==> src/rtl/exc_seq_ctrl.sv <==
// Exception / interrupt entry sequencer.
// Arbitrates synchronous exceptions against latched interrupt requests, then
// walks the CP0 write sequence (EPC, Cause, Status), jumps to the handler and
// handles the matching eret. Every strobe leaves the block from a flop.
module exc_seq_ctrl #(
    parameter int NUM_IRQ = 4,
    parameter int CAUSE_W = 5
) (
    input  logic               clk,
    input  logic               reset,
    input  logic [NUM_IRQ-1:0] irq,
    input  logic [NUM_IRQ-1:0] irq_mask,
    input  logic               ie,
    input  logic               fetch_boundary,
    input  logic               exc_req,
    input  logic [1:0]         exc_code,
    input  logic               eret,
    output logic               busy,
    output logic               take,
    output logic [NUM_IRQ-1:0] ack,
    output logic               cp0_write,
    output logic [1:0]         cp0_dst,
    output logic [CAUSE_W-1:0] cause_code,
    output logic               pc_handler,
    output logic               pc_epc,
    output logic [NUM_IRQ-1:0] pending,
    output logic               in_service,
    output logic               double_fault
);

    typedef enum logic [2:0] {
        S_IDLE    = 3'd0,
        S_WEPC    = 3'd1,
        S_WCAUSE  = 3'd2,
        S_WSTATUS = 3'd3,
        S_JUMP    = 3'd4,
        S_RET     = 3'd5
    } state_t;

    state_t               r_state;
    state_t               w_next;

    logic [NUM_IRQ-1:0]   r_irq_d;
    logic [NUM_IRQ-1:0]   r_pending;
    logic [NUM_IRQ-1:0]   r_ack;
    logic                 r_take;
    logic                 r_in_service;
    logic                 r_double_fault;
    logic                 r_cp0_write;
    logic [1:0]           r_cp0_dst;
    logic [CAUSE_W-1:0]   r_cause_lat;
    logic [CAUSE_W-1:0]   r_cause_code;
    logic                 r_pc_handler;
    logic                 r_pc_epc;

    logic [NUM_IRQ-1:0]   w_rise;
    logic [NUM_IRQ-1:0]   w_cand;
    logic [NUM_IRQ-1:0]   w_grant;
    logic [CAUSE_W-1:0]   w_irq_code;
    logic [CAUSE_W-1:0]   w_exc_code;
    logic                 w_idle;
    logic                 w_accept_exc;
    logic                 w_accept_irq;
    logic                 w_accept;
    logic                 w_double;
    logic                 w_eret_go;

    assign w_rise = irq & ~r_irq_d;
    assign w_cand = r_pending & irq_mask & {NUM_IRQ{ie & ~r_in_service}};
    assign w_idle = (r_state == S_IDLE);

    // Illegal exception code 0 is reported as "unimplemented" (2).
    assign w_exc_code = (exc_code == 2'd0) ? CAUSE_W'(2) : CAUSE_W'(exc_code);

    // Exceptions are taken in any IDLE cycle and shadow a same-cycle interrupt;
    // interrupts wait for a fetch boundary. An exception while still in service
    // is never taken, only flagged.
    assign w_accept_exc = w_idle & exc_req & ~r_in_service;
    assign w_accept_irq = w_idle & ~exc_req & (|w_cand) & fetch_boundary;
    assign w_accept     = w_accept_exc | w_accept_irq;
    assign w_double     = w_idle & exc_req & r_in_service;
    assign w_eret_go    = w_idle & eret & r_in_service;

    // Lowest-index candidate wins: scanning downward leaves the lowest hit last.
    always_comb begin
        w_grant    = '0;
        w_irq_code = '0;
        for (int i = NUM_IRQ - 1; i >= 0; i--) begin
            if (w_cand[i]) begin
                w_grant    = '0;
                w_grant[i] = 1'b1;
                w_irq_code = CAUSE_W'(4 + i);
            end
        end
    end

    // Next-state logic; every non-IDLE state lasts exactly one cycle.
    always_comb begin
        w_next = r_state;
        case (r_state)
            S_IDLE: begin
                if (w_accept)       w_next = S_WEPC;
                else if (w_eret_go) w_next = S_RET;
            end
            S_WEPC:    w_next = S_WCAUSE;
            S_WCAUSE:  w_next = S_WSTATUS;
            S_WSTATUS: w_next = S_JUMP;
            S_JUMP:    w_next = S_IDLE;
            S_RET:     w_next = S_IDLE;
            default:   w_next = S_IDLE;
        endcase
    end

    // State register.
    always_ff @(posedge clk or negedge reset) begin
        if (!reset) r_state <= S_IDLE;
        else        r_state <= w_next;
    end

    // Edge history and pending latch; a new edge overrides a same-cycle ack clear.
    always_ff @(posedge clk or negedge reset) begin
        if (!reset) begin
            r_irq_d   <= '0;
            r_pending <= '0;
        end else begin
            r_irq_d   <= irq;
            r_pending <= (r_pending & ~r_ack) | w_rise;
        end
    end

    // Acceptance bookkeeping: take/ack pulses, captured cause, service flags.
    always_ff @(posedge clk or negedge reset) begin
        if (!reset) begin
            r_take         <= 1'b0;
            r_ack          <= '0;
            r_cause_lat    <= '0;
            r_in_service   <= 1'b0;
            r_double_fault <= 1'b0;
        end else begin
            r_take <= w_accept;
            r_ack  <= w_accept_irq ? w_grant : '0;
            if (w_accept_exc)      r_cause_lat <= w_exc_code;
            else if (w_accept_irq) r_cause_lat <= w_irq_code;
            if (w_accept)               r_in_service <= 1'b1;
            else if (r_state == S_RET)  r_in_service <= 1'b0;
            if (w_double) r_double_fault <= 1'b1;
        end
    end

    // Registered per-state strobes, decoded from the state being entered.
    always_ff @(posedge clk or negedge reset) begin
        if (!reset) begin
            r_cp0_write  <= 1'b0;
            r_cp0_dst    <= 2'd0;
            r_cause_code <= '0;
            r_pc_handler <= 1'b0;
            r_pc_epc     <= 1'b0;
        end else begin
            r_cp0_write  <= (w_next == S_WEPC) || (w_next == S_WCAUSE) ||
                            (w_next == S_WSTATUS);
            r_cp0_dst    <= (w_next == S_WCAUSE)  ? 2'd1 :
                            (w_next == S_WSTATUS) ? 2'd2 : 2'd0;
            r_cause_code <= (w_next == S_WCAUSE) ? r_cause_lat : '0;
            r_pc_handler <= (w_next == S_JUMP);
            r_pc_epc     <= (w_next == S_RET);
        end
    end

    assign busy         = ~w_idle;
    assign take         = r_take;
    assign ack          = r_ack;
    assign cp0_write    = r_cp0_write;
    assign cp0_dst      = r_cp0_dst;
    assign cause_code   = r_cause_code;
    assign pc_handler   = r_pc_handler;
    assign pc_epc       = r_pc_epc;
    assign pending      = r_pending;
    assign in_service   = r_in_service;
    assign double_fault = r_double_fault;

endmodule

==> config.mk <==
export PLATFORM = sky130hd
export DESIGN_NAME = exc_seq_ctrl
export DESIGN_NICKNAME = d
export VERILOG_FILES = /design/src/rtl/exc_seq_ctrl.sv
export SDC_FILE = /design/constraint.sdc
export NUM_CORES = 1
export LEC_CHECK = 0
export CAP_MARGIN = 10
export CORE_ASPECT_RATIO = 0.5
export CORE_MARGIN = 2
export CORE_UTILIZATION = 44
export DETAILED_ROUTE_END_ITERATION = 6
export PLACE_DENSITY = 0.78
export SLEW_MARGIN = 20
export SYNTH_ARGS = -nofsm -noshare
export SYNTH_HDL_FRONTEND = slang
export SYNTH_SLANG_ARGS = --single-unit
==> constraint.sdc <==
create_clock -name clk -period 1.5 [get_ports clk]
set_input_delay 0.375 -clock clk [delete_from_list [all_inputs] [get_ports clk]]
set_output_delay 0.375 -clock clk [all_outputs]
set_load 0.01 [all_outputs]
==> reports/summary.txt <==
Status - completed
Area of the die - 3090 um2
Gate count of the mapped netlist - 103
Minimum clock period - 1.48 ns
TritonCTS clock tree - done
Layout Utilization - 71.8%
Num CTS Buffers - 5
Slowest library cell on the worst path - dfrtp_1
Final hold violations - 0
First-pass GRT wire length - 4140 um
Power Dens Cells - 1510 nW/um2
GRT overflow - 0
Avg Cell Area, Syn - 11.3 um2
Seq/Total Area, Yosys - 62.4%
FP Rows - 13
Sink Count - 29
Routed wire length - 2540 um
Antenna Nets Post-Route - 0
Hold crit path type - flop to flop
RSZ-0062 raised after global routing - true
Layout cells sized above 1 - 25.0%
DRT Pass-1 Iters - 4
Crit path max-delay family - flip-flops
1st-iter DRT viols - 55
Via/cell ratio - 4.73
Placed insts - 185
Total track usage - 18.8%
Die width - 76.7 um
Synthesis Warnings - 0
Startpoint Class - flop
Worst-path cell chain - nor3_4 -> inv_2 -> buf_6
Clk slew on worst S/H paths - 0.06 ns
Crit path required time - 1.12 ns
Num ports - 38
Filler Cell Count - 182
Fmax - 0.674 GHz
Height of the die - 40.3 um
CP Data Arrival Time - 1.11 ns
CP max stage delay - 0.41 ns
Synth unique cells - 34
Htree depth - 2
Post-Route Skew - 0.00586 ns
Ant. Diodes - 0
Flops & latches, synth - 29
Critical Path End Type - primary output
Mapped Area - 1160 um2
TNS Setup - 0 ns
Peak supply drop - 868 uV
Worst path bufs/invs - 2
Starting Density - 45.5%
Most common cell after layout, fill and taps aside - dfrtp_1
Hold_buf cts - 0
Hpwl dp - 1700 um
Vias in the first global route - 891
I/O Buffers - 35
Later-pin clock latency in the skew report - 0.27 ns
P_leak - 0.960 nW
DRC Markers - 0
Via count of the routed design - 932
Root buffer cell - clkbuf_8
Max cap viols - 0
Largest net degree at the start of global routing - 30
Finished Layout Cells - 197
Crit Path Class - flop to primary output
Critical path fanouts, max - 2
Final hold slack - 0.416 ns
Initial antenna violation count - 0
Final-stage net count - 175
Routed wire per std cell - 12.9 um
Layout area overhead - 57.8%
Setup WS post-layout - 0.0166 ns
Core area - 2550 um2
Final setup violation count - 0
Fin crit share - 98.9%
GPL Wtd Cong - 0.879
Dpl ws - -0.366 ns
Commonest non-fill, non-tap cells in the layout - 29 x dfrtp_1, 17 x dlygate4sd2_1, 16 x buf_4
Clock buffer depth - 2
Max-slew violations - 0
## where the power goes
part / internal, W / total (W) / leakage, nW / switching, W
clock: 0.000414 / 0.000702 / 0.0542 / 0.000289
combinational: 0.000525 / 0.00100 / 0.555 / 0.000478
sequential: 0.000961 / 0.00106 / 0.350 / 0.0000955
total: 0.00190 / 0.00276 / 0.960 / 0.000862
## synthesized netlist by cell type
| cell | instances | area (um2) |
|---|---|---|
| a31o_2 | 1 | 8.76 |
| nor4_1 | 1 | 6.26 |
| xnor2_1 | 1 | 8.76 |
| nand3b_1 | 1 | 7.51 |
| o21bai_1 | 1 | 7.51 |
| nand3_1 | 3 | 15.0 |
| inv_1 | 11 | 41.3 |
| nor2_1 | 6 | 22.5 |
| and2_1 | 3 | 18.8 |
| o21ai_0 | 3 | 15.0 |
| buf_4 | 2 | 15.0 |
| o21a_1 | 1 | 7.51 |
| nand2_1 | 10 | 37.5 |
| a211oi_1 | 1 | 7.51 |
| a21oi_1 | 2 | 10.0 |
| a31oi_1 | 1 | 6.26 |
| inv_2 | 1 | 3.75 |
| nor3b_1 | 3 | 22.5 |
| nor2b_1 | 2 | 12.5 |
| dfrtp_1 | 29 | 726 |
| nor3_4 | 1 | 16.3 |
| nand4b_1 | 1 | 8.76 |
| nor3_1 | 2 | 10.0 |
| o22ai_1 | 5 | 31.3 |
| a32o_1 | 1 | 10.0 |
| or2_4 | 1 | 8.76 |
| conb_1 | 1 | 3.75 |
| a22oi_1 | 1 | 7.51 |
| a31oi_2 | 1 | 12.5 |
| o311ai_0 | 1 | 8.76 |
| nand4bb_1 | 1 | 11.3 |
| buf_2 | 1 | 5.00 |
| buf_6 | 2 | 22.5 |
| nand2b_1 | 1 | 6.26 |
## registers in the layout (all words and copies together) (netlist names)
register	flops
r_cause_lat	3
cp0_dst	2
double_fault	1
pc_handler	1
in_service	1
r_state	3
r_irq_d	4
pc_epc	1
cause_code	3
ack	4
cp0_write	1
pending	4
take	1
## routing by layer
layer / global-route usage [%] / share of wire (%) / vias up
met3: 6.76 / 4.4 / 4
li1: - / - / 455
met4: 7.27 / 1.3 / 0
met2: 33.3 / 50 / 25
met5: 0 / 0 / -
met1: 22.2 / 45 / 448
## cells by family (layout without fill, tap and decap cells)
| family | Yosys count | after routing | synth area share [%] |
|---|---|---|---|
| compound gates | 19 | 19 | 11.4 |
| simple gates | 36 | 36 | 17.5 |
| flops | 29 | 29 | 62.4 |
| other cells | 1 | 2 | 0.323 |
| xor+xnor | 1 | 1 | 0.754 |
| buf+inv | 17 | 73 | 7.53 |
## metrics by stage
step / instance area (um2) / total power (W)
finish: 1830 / 0.00276
detailed placement: 1640 / 0.00202
floorplan: 1170 / 0.00157
CTS: 1770 / 0.00273
global placement: 1640 / 0.00200
global route: 1830 / 0.00292
## layout make-up
| cell class | count | area (um2) | area share [%] |
|---|---|---|---|
| Sequential cell | 29 | 726 | 39.6 |
| Tap cell | 37 | 46.3 | 2.52 |
| Clock buffer | 7 | 96.3 | 5.25 |
| Timing Repair Buffer | 53 | 497 | 27.1 |
| Clock inverter | 1 | 5.00 | 0.273 |
| Inverter | 12 | 45.0 | 2.46 |
| Multi-Input combinational cell | 58 | 419 | 22.9 |
## what timing repair did
item / 4_1_cts / 5_1_grt
endpoints found under the hold margin: 0 / 0
setup endpoints to repair: 24 / 11
gates resized for setup: 28 / 16
pin swaps: 1 / 8
setup buffers: 2 / 2
## final timing paths
path | from | end | slack (ns) | cells past startpoint
max reg2reg | r_state[1] | r_cause_lat[1] | 0.04 | 6
min reg2reg | r_irq_d[0] | pending[0] | 0.42 | 1
max | r_state[1] | busy | 0.02 | 3
min in group asynchronous | reset | r_irq_d[0] | 0.45 | 2
min | r_irq_d[0] | pending[0] | 0.42 | 1
max in group asynchronous | reset | ack[2] | 0.89 | 2
No activity file was read; power rests on OpenSTA's default activity.
